### src/rtl/score_keeper.sv
// score_keeper: per-lane hit/miss capture, serialised one event per cycle
// into combo / multiplier / saturating work score; the displayed score is
// latched from the work score only on frame_start so digits never tear.
// Optional: define STREAK_BONUS_EN to add 100 points whenever a hit makes
// combo land on an exact multiple of 50.

// One pending slot per lane; holds a single event type until serviced.
module sk_lane (
  input  logic clk,
  input  logic rst_n,
  input  logic clear,
  input  logic hit,
  input  logic miss,
  input  logic take,
  output logic pend,
  output logic is_hit,
  output logic ovf
);
  logic pulse;
  assign pulse = hit | miss;
  // Pulse lost: slot full and not draining this cycle.
  assign ovf   = pulse & pend & ~take & ~clear;

  // Refill beats release; hit wins a same-cycle hit/miss tie.
  always_ff @(posedge clk or negedge rst_n)
    if (!rst_n) begin
      pend   <= 1'b0;
      is_hit <= 1'b0;
    end else if (clear) begin
      pend   <= 1'b0;
      is_hit <= 1'b0;
    end else if (pulse && (!pend || take)) begin
      pend   <= 1'b1;
      is_hit <= hit;
    end else if (take) begin
      pend   <= 1'b0;
    end
endmodule

module score_keeper #(
  parameter int LANES          = 5,
  parameter int POINTS_PER_HIT = 10,
  parameter int MAX_SCORE      = 99999,
  parameter int COMBO_STEP     = 10,
  parameter int MAX_MULT       = 4
) (
  input  logic             clk,
  input  logic             rst_n,
  input  logic [LANES-1:0] hit,
  input  logic [LANES-1:0] miss,
  input  logic             frame_start,
  input  logic             clear,
  output logic [16:0]      score,
  output logic [7:0]       combo,
  output logic [2:0]       mult,
  output logic             busy,
  output logic             drop
);
  localparam int SW  = 17;
  localparam int IW  = 18;
  localparam int STW = $clog2(COMBO_STEP + 1);

  localparam logic [IW-1:0]  SMAX      = IW'(MAX_SCORE);
  localparam logic [IW-1:0]  PTS       = IW'(POINTS_PER_HIT);
  localparam logic [2:0]     MMAX      = 3'(MAX_MULT);
  localparam logic [STW-1:0] STEP_LAST = STW'(COMBO_STEP - 1);

  logic [LANES-1:0] pend, is_hit, ovf, take;
  logic             found, sel_hit;

  logic [SW-1:0]    work, work_n;
  logic [STW-1:0]   step, step_n;
  logic [7:0]       combo_n;
  logic [2:0]       mult_n;
  logic [IW-1:0]    add, sum;

  sk_lane u_lane [LANES-1:0] (
    .clk    (clk),
    .rst_n  (rst_n),
    .clear  (clear),
    .hit    (hit),
    .miss   (miss),
    .take   (take),
    .pend   (pend),
    .is_hit (is_hit),
    .ovf    (ovf)
  );

  assign busy = |pend;

  // Pick the lowest-index occupied slot for service this cycle.
  always_comb begin
    take    = '0;
    found   = 1'b0;
    sel_hit = 1'b0;
    for (int i = 0; i < LANES; i++)
      if (pend[i] && !found) begin
        found   = 1'b1;
        take[i] = 1'b1;
        sel_hit = is_hit[i];
      end
  end

  // Apply the serviced event; points use the post-update multiplier.
  always_comb begin
    combo_n = combo;
    mult_n  = mult;
    step_n  = step;
    work_n  = work;
    add     = '0;
    sum     = '0;
    if (found) begin
      if (sel_hit) begin
        combo_n = (combo == 8'hFF) ? combo : combo + 8'd1;
        if (step == STEP_LAST) begin
          step_n = '0;
          if (mult < MMAX) mult_n = mult + 3'd1;
        end else begin
          step_n = step + STW'(1);
        end
        add = IW'(mult_n) * PTS;
`ifdef STREAK_BONUS_EN
        if ((combo_n % 8'd50) == 8'd0) add = add + IW'(100);
`endif
        sum    = {1'b0, work} + add;
        work_n = (sum > SMAX) ? SMAX[SW-1:0] : sum[SW-1:0];
      end else begin
        combo_n = '0;
        mult_n  = 3'd1;
        step_n  = '0;
      end
    end
  end

  // Game state; clear overrides everything, score tracks work only at frame_start.
  always_ff @(posedge clk or negedge rst_n)
    if (!rst_n) begin
      score <= '0;
      work  <= '0;
      combo <= '0;
      mult  <= 3'd1;
      step  <= '0;
      drop  <= 1'b0;
    end else if (clear) begin
      score <= '0;
      work  <= '0;
      combo <= '0;
      mult  <= 3'd1;
      step  <= '0;
      drop  <= 1'b0;
    end else begin
      work  <= work_n;
      combo <= combo_n;
      mult  <= mult_n;
      step  <= step_n;
      if (|ovf)        drop  <= 1'b1;
      if (frame_start) score <= work_n;
    end
endmodule
### config.mk
export PLATFORM = sky130hd
export DESIGN_NAME = score_keeper
export DESIGN_NICKNAME = d
export VERILOG_FILES = /design/src/rtl/score_keeper.sv
export SDC_FILE = /design/constraint.sdc
export NUM_CORES = 1
export LEC_CHECK = 0
export ABC_AREA = 1
export BUFFER_PORTS_ARGS = -buffer_cell sky130_fd_sc_hd__buf_4
export CELL_PAD_IN_SITES_DETAIL_PLACEMENT = 0
export CELL_PAD_IN_SITES_GLOBAL_PLACEMENT = 1
export CORE_MARGIN = 2
export CORE_UTILIZATION = 45
export DETAILED_ROUTE_END_ITERATION = 16
export GPL_TIMING_DRIVEN = 0
export PLACE_DENSITY_LB_ADDON = 0.2
export SLEW_MARGIN = 20
export SYNTH_ARGS = -nofsm -noshare
export SYNTH_HDL_FRONTEND = slang
export SYNTH_HIERARCHICAL = 1
export SYNTH_SLANG_ARGS = --single-unit
### constraint.sdc
create_clock -name clk -period 5.45 [get_ports clk]
set_input_delay 0.8175 -clock clk [delete_from_list [all_inputs] [get_ports clk]]
set_output_delay 0.8175 -clock clk [all_outputs]
set_load 0.02 [all_outputs]
After elaboration in Yosys (flattened, before gate mapping)
Cells that the tools add are included.
Word-level totals
  register bits after elaboration: 60
  output and inout bits: 30
  input port bits: 14
  logic and storage cells: 153
Operators by class
  equal/unequal tests: 3
  bitwise logic cells: 26
  $mul: 1
  multiplexer cells: 62
  magnitude comparators: 2
  $add $sub $neg: 4
  reductions and logical operators: 39
Operators with widths (number)
  $mux W17: 6
  $mux W1: 41
  $mux W8: 4
  $mux W3: 7
  $add A17 B7 Y18: 1
  $gt A18 B17 Y1 const B: 1
  $mux W4: 4
  $reduce_bool A2 Y1: 8
  $and A1 B1 Y1: 15
  $reduce_bool A3 Y1: 5
  $reduce_or A5 Y1: 2
  $logic_and A1 B1 Y1: 9
  $logic_not A1 Y1: 9
  $add A8 B1 Y8 const B: 1
  $eq A8 B8 Y1 const B: 1
  $mul A3 B3 Y6 const B: 1
  $not A1 Y1: 6
  $logic_or A1 B1 Y1: 5
  $or A1 B1 Y1: 5
  $add A4 B1 Y4 const B: 1
  $eq A4 B4 Y1 const B: 1
  $add A3 B1 Y3 const B: 1
  $lt A3 B3 Y1 const B: 1
  $ne A3 B3 Y1 const B: 1
  $reduce_and A2 Y1: 1

Depth between registers and ports, before layout
Gate-level depths: netlist of the first run.
  depth after elaboration: 23
  gate-level depth with buffers: 30
  mapped depth without buffers: 29

Modules after synthesis
The synthesis of the first run kept the hierarchy.
By module, submodules not included
  score_keeper: instances 1, area an instance 3275.6 um2, cells an instance 455, sequential area each 1252.5 um2
  sk_lane: instances 5, area an instance 116.4 um2, cells an instance 17, sequential area each 50.0 um2

Worst setup path before layout of the first run
Ideal clock, no wire load.
  path type: reg2reg
  start: register step[1]
  end: register score[7]
  period minus slack after synthesis: 3.324 ns
  path buffers: 1
  arrival: 3.208 ns
  library setup time: 0.117 ns
  stages on the path, launching flop included: 26
  required time: 5.333 ns
  slack: 2.126 ns
  cells stage by stage: dfrtp_1 inv_1 ha_1 nand3_1 nor2_1 inv_1 o21ai_0 inv_1 ha_1 ha_1 ha_1 nand2_1 nor2_2 nand3_1 nand2_2 nand3_1 and2_1 nand2_1 nand2_1 nand2_2 nand2_2 nand2_4 buf_6 nand2_4 nand3_2 nand2_1
Between the ends
  longest elaborated chain between the ends: 12
RTL lines
  start, declared: line 72  | logic [STW-1:0] step, step_n;
  start signal, assigned: line 155  | step <= step_n;
  $eq A4 B4 Y1 (*): line 115  | if (step == STEP_LAST) begin
  $mux W3 (*): line 115
  $mux W3 (*): line 113  | if (sel_hit) begin
  $mux W3 (*): line 112  | if (found) begin
  $mul A3 B3 Y6 (*): line 121  | add = IW'(mult_n) * PTS;
  $add A17 B7 Y18 (*): line 125  | sum = {1'b0, work} + add;
  $gt A18 B17 Y1: line 126  | work_n = (sum > SMAX) ? SMAX[SW-1:0] : sum[SW-1:0];
  $mux W17 (*): line 126
  $mux W17 (*): line 113
  $mux W17 (*): line 112
  $mux W17 (*): line 157  | if (frame_start) score <= work_n;
  $mux W17 (*): line 144  | end else if (clear) begin
  end signal, assigned: line 157
  end, declared: line 53  | output logic [16:0] score,
Mark *: on every way between the ends. The rest lies on a longest branch, timed or not. The select of a mux whose other input is x is not followed.
A chain may end at the register's enable or synchronous reset.

Worst setup path in the final report of the first run
  start: register step[1]
  end: register score[5]
Same word-level chain as after synthesis.

==> results.json, run 1 <==
{
  "post-route-period-util": 0.703,
  "setup_viol": 0,
  "fp.dieH_um": 96.6,
  "path_clk_slew_ns": 0.07,
  "ys_seq_area_frac": 0.390,
  "final_nets": 621,
  "routed_wirelength_um": 9220,
  "coreArea_um2": 8260,
  "syn_nets": 568,
  "postCtsSetupRepairBufs": 0,
  "finalNonFillerCells": 703,
  "final_max_slew_viol_count": 0,
  "place.gp.congestion": 0.838,
  "routedWlPerCell_um": 13.1,
  "critical_path.max_stage_delay_ns": 0.40,
  "gr-total-overflow": 0,
  "vias": 3489,
  "path_max_fanout": 10,
  "clock_skew_ns": 0.0205,
  "viasPerCell": 4.96,
  "setup-tns-final_ns": 0,
  "crit_type": "flop to flop",
  "netlist_instances": 540,
  "antenna_found_initial": 0,
  "power.density_nw_per_um2": 247,
  "slew_headroom": 0.469,
  "crit_arrival_ns": 4.06,
  "cp-end-kind": "flop",
  "post-route-min-period_ns": 3.83,
  "cts_tree": "built",
  "area_growth_pct": 16.2,
  "place_inst": 687,
  "ys_warn_count": 6,
  "rsz0062_at_grt": "false",
  "dieWidth_um": 96.6,
  "crit_top_cell": "nand2_1",
  "cts_sinks": 60,
  "first_pass_iters": 4,
  "cp_slowest_cell": "dfrtp_1",
  "cts_root_buf": "clkbuf_8",
  "grt_max_degree": 61,
  "synth-edff-count": 0,
  "ys_types": 43,
  "critPathLaunchType": "flop",
  "synthFlopType": "dfrtp_1",
  "netlist_area_um2": 3860,
  "ant_nets": 0,
  "htreeDepth": 3,
  "max_slew.worst_pin.slew_ns": 0.796,
  "die-area_um2": 9330,
  "drc": 0,
  "p_leak_nw": 2.49,
  "cts_made_buffers": 9,
  "ys_ff_latch": 60,
  "holdBufCountCts": 0,
  "hold_viol_final": 0,
  "vdd_ir_drop_max_mv": 0.127,
  "status": "finished clean",
  "cts_buffer_depth": 2,
  "required_ns": 5.68,
  "clock_latency_ns": 0.35,
  "grt_pass1_vias": 3309,
  "grt_pass1_wl_um": 15600,
  "portBuffers": 42,
  "io_pins": 44,
  "clock.fmax_ghz": 0.261,
  "avgSynthCellArea_um2": 7.14,
  "n_antenna_cell": 0,
  "hp-class": "flop to flop",
  "drive_gt1_frac": 0.176,
  "async_flop_share": 1.00,
  "initial_core_util": 0.467,
  "drt_iter0_drc": 139,
  "std_cell_rows": 33,
  "grt_usage": 0.218,
  "drv_cap": 0,
  "cts_resized": 0,
  "dpl.hpwl_um": 6880
}
-- sequential cells by signal, summed over array words and instances (netlist names) --
register / flops
combo: 8
u_lane/pend: 5
mult: 3
work: 17
step: 4
drop: 1
score: 17
u_lane/is_hit: 5
-- metrics by stage --
stage               hold WS (ns)  setup slack (ns)  cell area [um2]   util  power, mW
finish                     0.483              1.62             4480  0.543       1.11
global route               0.515              1.18             4480  0.543       1.18
CTS                        0.487              1.62             4480  0.543       1.12
detailed placement         0.467              1.64             4300  0.521      0.749
global placement           0.466              1.70             4300  0.521      0.745
floorplan                  0.494              2.13             3860      -      0.665
-- per-layer routing --
layer,share of wire,vias to the layer above,track usage,wire [um]
met5,0,-,0,0
met4,0.014,0,0.0622,125
met3,0.039,12,0.0372,355
met2,0.48,66,0.376,4460
met1,0.46,1596,0.283,4270
li1,-,1815,-,-
-- layout by cell type (no fill, tap or decap), types with 2 or more instances in the layout --
| cell | count |
|---|---|
| nand2_4 | 3 |
| o22ai_1 | 4 |
| dfrtp_1 | 59 |
| ha_1 | 13 |
| nand3_2 | 3 |
| nand2_2 | 16 |
| a21oi_2 | 3 |
| nor2_4 | 3 |
| nor2_1 | 50 |
| buf_4 | 43 |
| inv_2 | 4 |
| clkbuf_1 | 3 |
| a22oi_1 | 2 |
| nor3_1 | 7 |
| a211oi_1 | 2 |
| clkbuf_8 | 9 |
| xnor2_1 | 2 |
| nand3_1 | 47 |
| nor3_2 | 5 |
| buf_2 | 3 |
| o21ai_0 | 23 |
| o32ai_1 | 2 |
| xor2_1 | 5 |
| nand2_1 | 145 |
| clkinv_2 | 2 |
| a21oi_1 | 13 |
| nand4_1 | 8 |
| inv_1 | 95 |
| nor2_2 | 2 |
| buf_6 | 2 |
| clkinv_4 | 3 |
-- final cells by class --
type	instances	area (um2)
Fill cell	855	3780
Multi-Input combinational cell	370	1920
Sequential cell	60	1500
Inverter	100	375
Timing Repair Buffer	42	315
Tap cell	105	131
Clock buffer	9	124
Buffer	10	60.1
Clock inverter	7	52.6
-- logic make-up after synthesis --
group | count (synthesis) | synth area share
AND/OR/NAND/NOR | 294 | 0.349
buffers and inverters | 110 | 0.113
flip-flops | 60 | 0.390
AO/OA/AOI/OAI | 55 | 0.0850
adder cells (fa/ha/maj) | 14 | 0.0474
XOR/XNOR | 7 | 0.0159
-- where the power goes --
part | internal, mW | switching [mW]
clock network | 0.167 | 0.200
registers | 0.477 | 0.0292
logic | 0.0819 | 0.151
total | 0.726 | 0.380
-- worst max-delay path: cells and delay by family (launching register included) --
kind            cells  cell delay [ns]
compound gates      1             0.22
simple gates       16             1.64
buf+inv             4             0.46
fa+ha+maj           4             1.01
flops               1             0.40
-- worst paths after layout --
| kind | start | endpoint | slack, ns | cells after the start |
|---|---|---|---|---|
| setup reg to reg | step[1] | score[5] | 1.62 | 25 |
| max in group asynchronous | rst_n | score[2] | 4.36 | 1 |
| hold reg to reg | score[5] | score[5] | 0.48 | 2 |
| min in group asynchronous | rst_n | u_lane[3]/is_hit | 0.54 | 1 |
| hold / removal | score[5] | score[5] | 0.48 | 2 |
| setup / recovery | step[1] | score[5] | 1.62 | 25 |
-- synthesized netlist by cell type, types with 2 or more instances --
cell type,instances,area (um2)
a211oi_1,2,15.0
a21oi_1,13,65.1
a21oi_2,3,26.3
a22oi_1,2,15.0
buf_2,3,15.0
buf_6,2,22.5
clkbuf_1,3,11.3
dfrtp_1,59,1480
ha_1,13,163
inv_1,95,357
inv_2,4,15.0
nand2_1,145,544
nand2_2,16,100
nand2_4,3,33.8
nand3_1,47,235
nand3_2,3,30.0
nand4_1,8,50.1
nor2_1,50,188
nor2_2,2,12.5
nor2_4,3,33.8
nor3_1,7,35.0
nor3_2,5,50.1
o21ai_0,23,115
o22ai_1,4,25.0
o32ai_1,2,17.5
xnor2_1,2,17.5
xor2_1,5,43.8
Power figures use the tool's default switching activity.
==> run 2, diff against run 1 <==
Settings changed: CORE_UTILIZATION 45 to 43.
Clock period 5.45 ns to 4 ns, I/O delays scaled along.
==> run 2 against run 1 <==
Against the previous run: critical path type unchanged; clock power grew 56%; setup slack worse by 1.3 ns; global-route usage down 1.3 points; hold slack worse by 0.17 ns; non-clock buffer count is 1 higher; count of clock-buffer cells in the layout is the same; clock skew fell by 0.011 ns; highest routed layer unchanged; critical path depth is 1 lower; design area increased by 1.5%; register-to-register slack lost 1.3 ns.
==> results.json, run 2 (same netlist as run 1, synthesis figures left out) <==
{
  "cts_tree": "built",
  "setup-tns-final_ns": 0,
  "drv_cap": 0,
  "drt_iter0_drc": 123,
  "final_nets": 622,
  "fp.dieH_um": 98.7,
  "dr_wl_met3_um": 309,
  "routed_wirelength_um": 9230,
  "final_max_slew_viol_count": 0,
  "swShare": 0.332,
  "viasPerCell": 4.93,
  "io_pins": 44,
  "place.gp.congestion": 0.818,
  "clock_latency_ns": 0.35,
  "die-area_um2": 9740,
  "htreeDepth": 3,
  "required_ns": 4.25,
  "multi_input_area_um2": 1950,
  "reg.largest.list": "score (17), work (17), combo (8)",
  "layout_commonest_cell": "nand2_1",
  "dpl.hpwl_um": 6820,
  "power.density_nw_per_um2": 348,
  "cts_made_buffers": 9,
  "path_max_fanout": 10,
  "holdBufCountCts": 0,
  "dieWidth_um": 98.7,
  "std_cell_rows": 34,
  "routed-wl-met2_um": 4560,
  "power.internal_mw": 1.06,
  "grt_max_degree": 61,
  "fin_hold_ws_ns": 0.318,
  "initial_core_util": 0.442,
  "post-route-min-period_ns": 3.72,
  "gr-total-overflow": 0,
  "crit_type": "flop to flop",
  "cts_root_buf": "clkbuf_8",
  "hp-class": "primary input to async pin",
  "cts_buffer_depth": 2,
  "max_slew.worst_pin.slew_ns": 0.811,
  "hold_viol_final": 0,
  "portBuffers": 42,
  "drive_gt1_frac": 0.185,
  "grt_pass1_wl_um": 16000,
  "post-route-period-util": 0.929,
  "highest_layer": "met4",
  "area_growth_pct": 17.9,
  "routedWlPerCell_um": 13.1,
  "coreArea_um2": 8720,
  "seqPwrFrac": 0.437,
  "vdd_ir_drop_max_mv": 0.223,
  "grt_usage": 0.205,
  "grt_pass1_vias": 3475,
  "clkPwrFrac": 0.362,
  "antenna_found_initial": 0,
  "n_fill_cell": 899,
  "critPathLaunchType": "flop",
  "placed_area_um2": 4310,
  "regArea_um2": 1500,
  "layout_common_cells": "145 x nand2_1, 95 x inv_1, 59 x dfrtp_1, 49 x nor2_1, 47 x nand3_1",
  "drt-met1-wl_um": 4260,
  "ant_nets": 0,
  "status": "finished clean",
  "cts_sinks": 60,
  "crit_arrival_ns": 3.97,
  "path_clk_slew_ns": 0.08,
  "drc": 0,
  "first_pass_iters": 5,
  "cp-end-kind": "flop",
  "setup_viol": 0,
  "final_area_um2": 4550,
  "n_antenna_cell": 0,
  "p_leak_nw": 2.51,
  "p_comb_frac": 0.201,
  "vias": 3487,
  "power.switching_mw": 0.526,
  "slew_headroom": 0.460,
  "clock_skew_ns": 0.00975,
  "clock.fmax_ghz": 0.269
}
-- run 2: routing by layer --
layer	up-vias	GRT usage
met4	0	0.0580
met3	10	0.0355
met2	55	0.356
li1	1805	-
met1	1617	0.264
met5	-	0
-- run 2: final cells by class --
| type | instances | area share |
|---|---|---|
| repair buffers | 43 | 0.0710 |
| multi-input cells | 370 | 0.430 |
| clock buffers | 9 | 0.0272 |
| well taps | 108 | 0.0297 |
| inverters | 100 | 0.0825 |
| plain buffers | 10 | 0.0132 |
| flip-flops and latches | 60 | 0.330 |
| clock inverters | 7 | 0.0165 |
-- run 2: power groups by stage --
stage | registers, mW | clock network [mW] | logic [mW]
after floorplan | 0.712 | 0 | 0.194
after global placement | 0.702 | 0 | 0.315
after detailed placement | 0.703 | 0 | 0.319
after CTS | 0.691 | 0.587 | 0.320
after global routing | 0.698 | 0.611 | 0.364
final | 0.691 | 0.573 | 0.318
-- run 2: path summary, 6_finish.rpt --
kind,startpoint,endpoint,slack [ns],depth (start not counted)
max reg2reg,step[0],score[7],0.28,24
max,step[0],score[7],0.28,24
max in group asynchronous,rst_n,work[13],3.13,1
min reg2reg,score[4],score[4],0.48,2
min in group clk,score[4],score[4],0.48,2
min,rst_n,u_lane[3]/is_hit,0.32,1
-- run 2: metrics by stage --
stage,power [mW],util,worst slack [ns],std cells
detailed placement,1.02,0.494,0.182,690
floorplan,0.906,-,0.676,540
global route,1.67,0.522,-0.0187,707
finish,1.58,0.522,0.282,707
global placement,1.02,0.494,0.222,690
CTS,1.60,0.517,0.129,706
-- run 2: repair_timing --
item | 4_1_cts | 5_1_grt
setup endpoints to repair | 0 | 28
resized for setup | 0 | 7
hold endpoints to repair | 0 | 0
buffers inserted | 0 | 1
-- run 2: critical path, cell delays in order, from the launching register on --
cell and delay, ns:
dfrtp_1 0.43, ha_1 0.22, nand3_1 0.11, nor2_2 0.06, buf_4 0.14, xor2_2 0.16, ha_1 0.21, ha_1 0.17
ha_1 0.31, ha_4 0.30, nand2_1 0.08, nor2_2 0.15, nand3_1 0.13, nand2_2 0.13, nand3_1 0.09, and2_4 0.19
nand2_1 0.05, nand2_1 0.06, nand2_2 0.12, nand2_2 0.09, nand2_4 0.10, buf_6 0.15, nand2_4 0.05, nand3_2 0.06
nand2_1 0.04
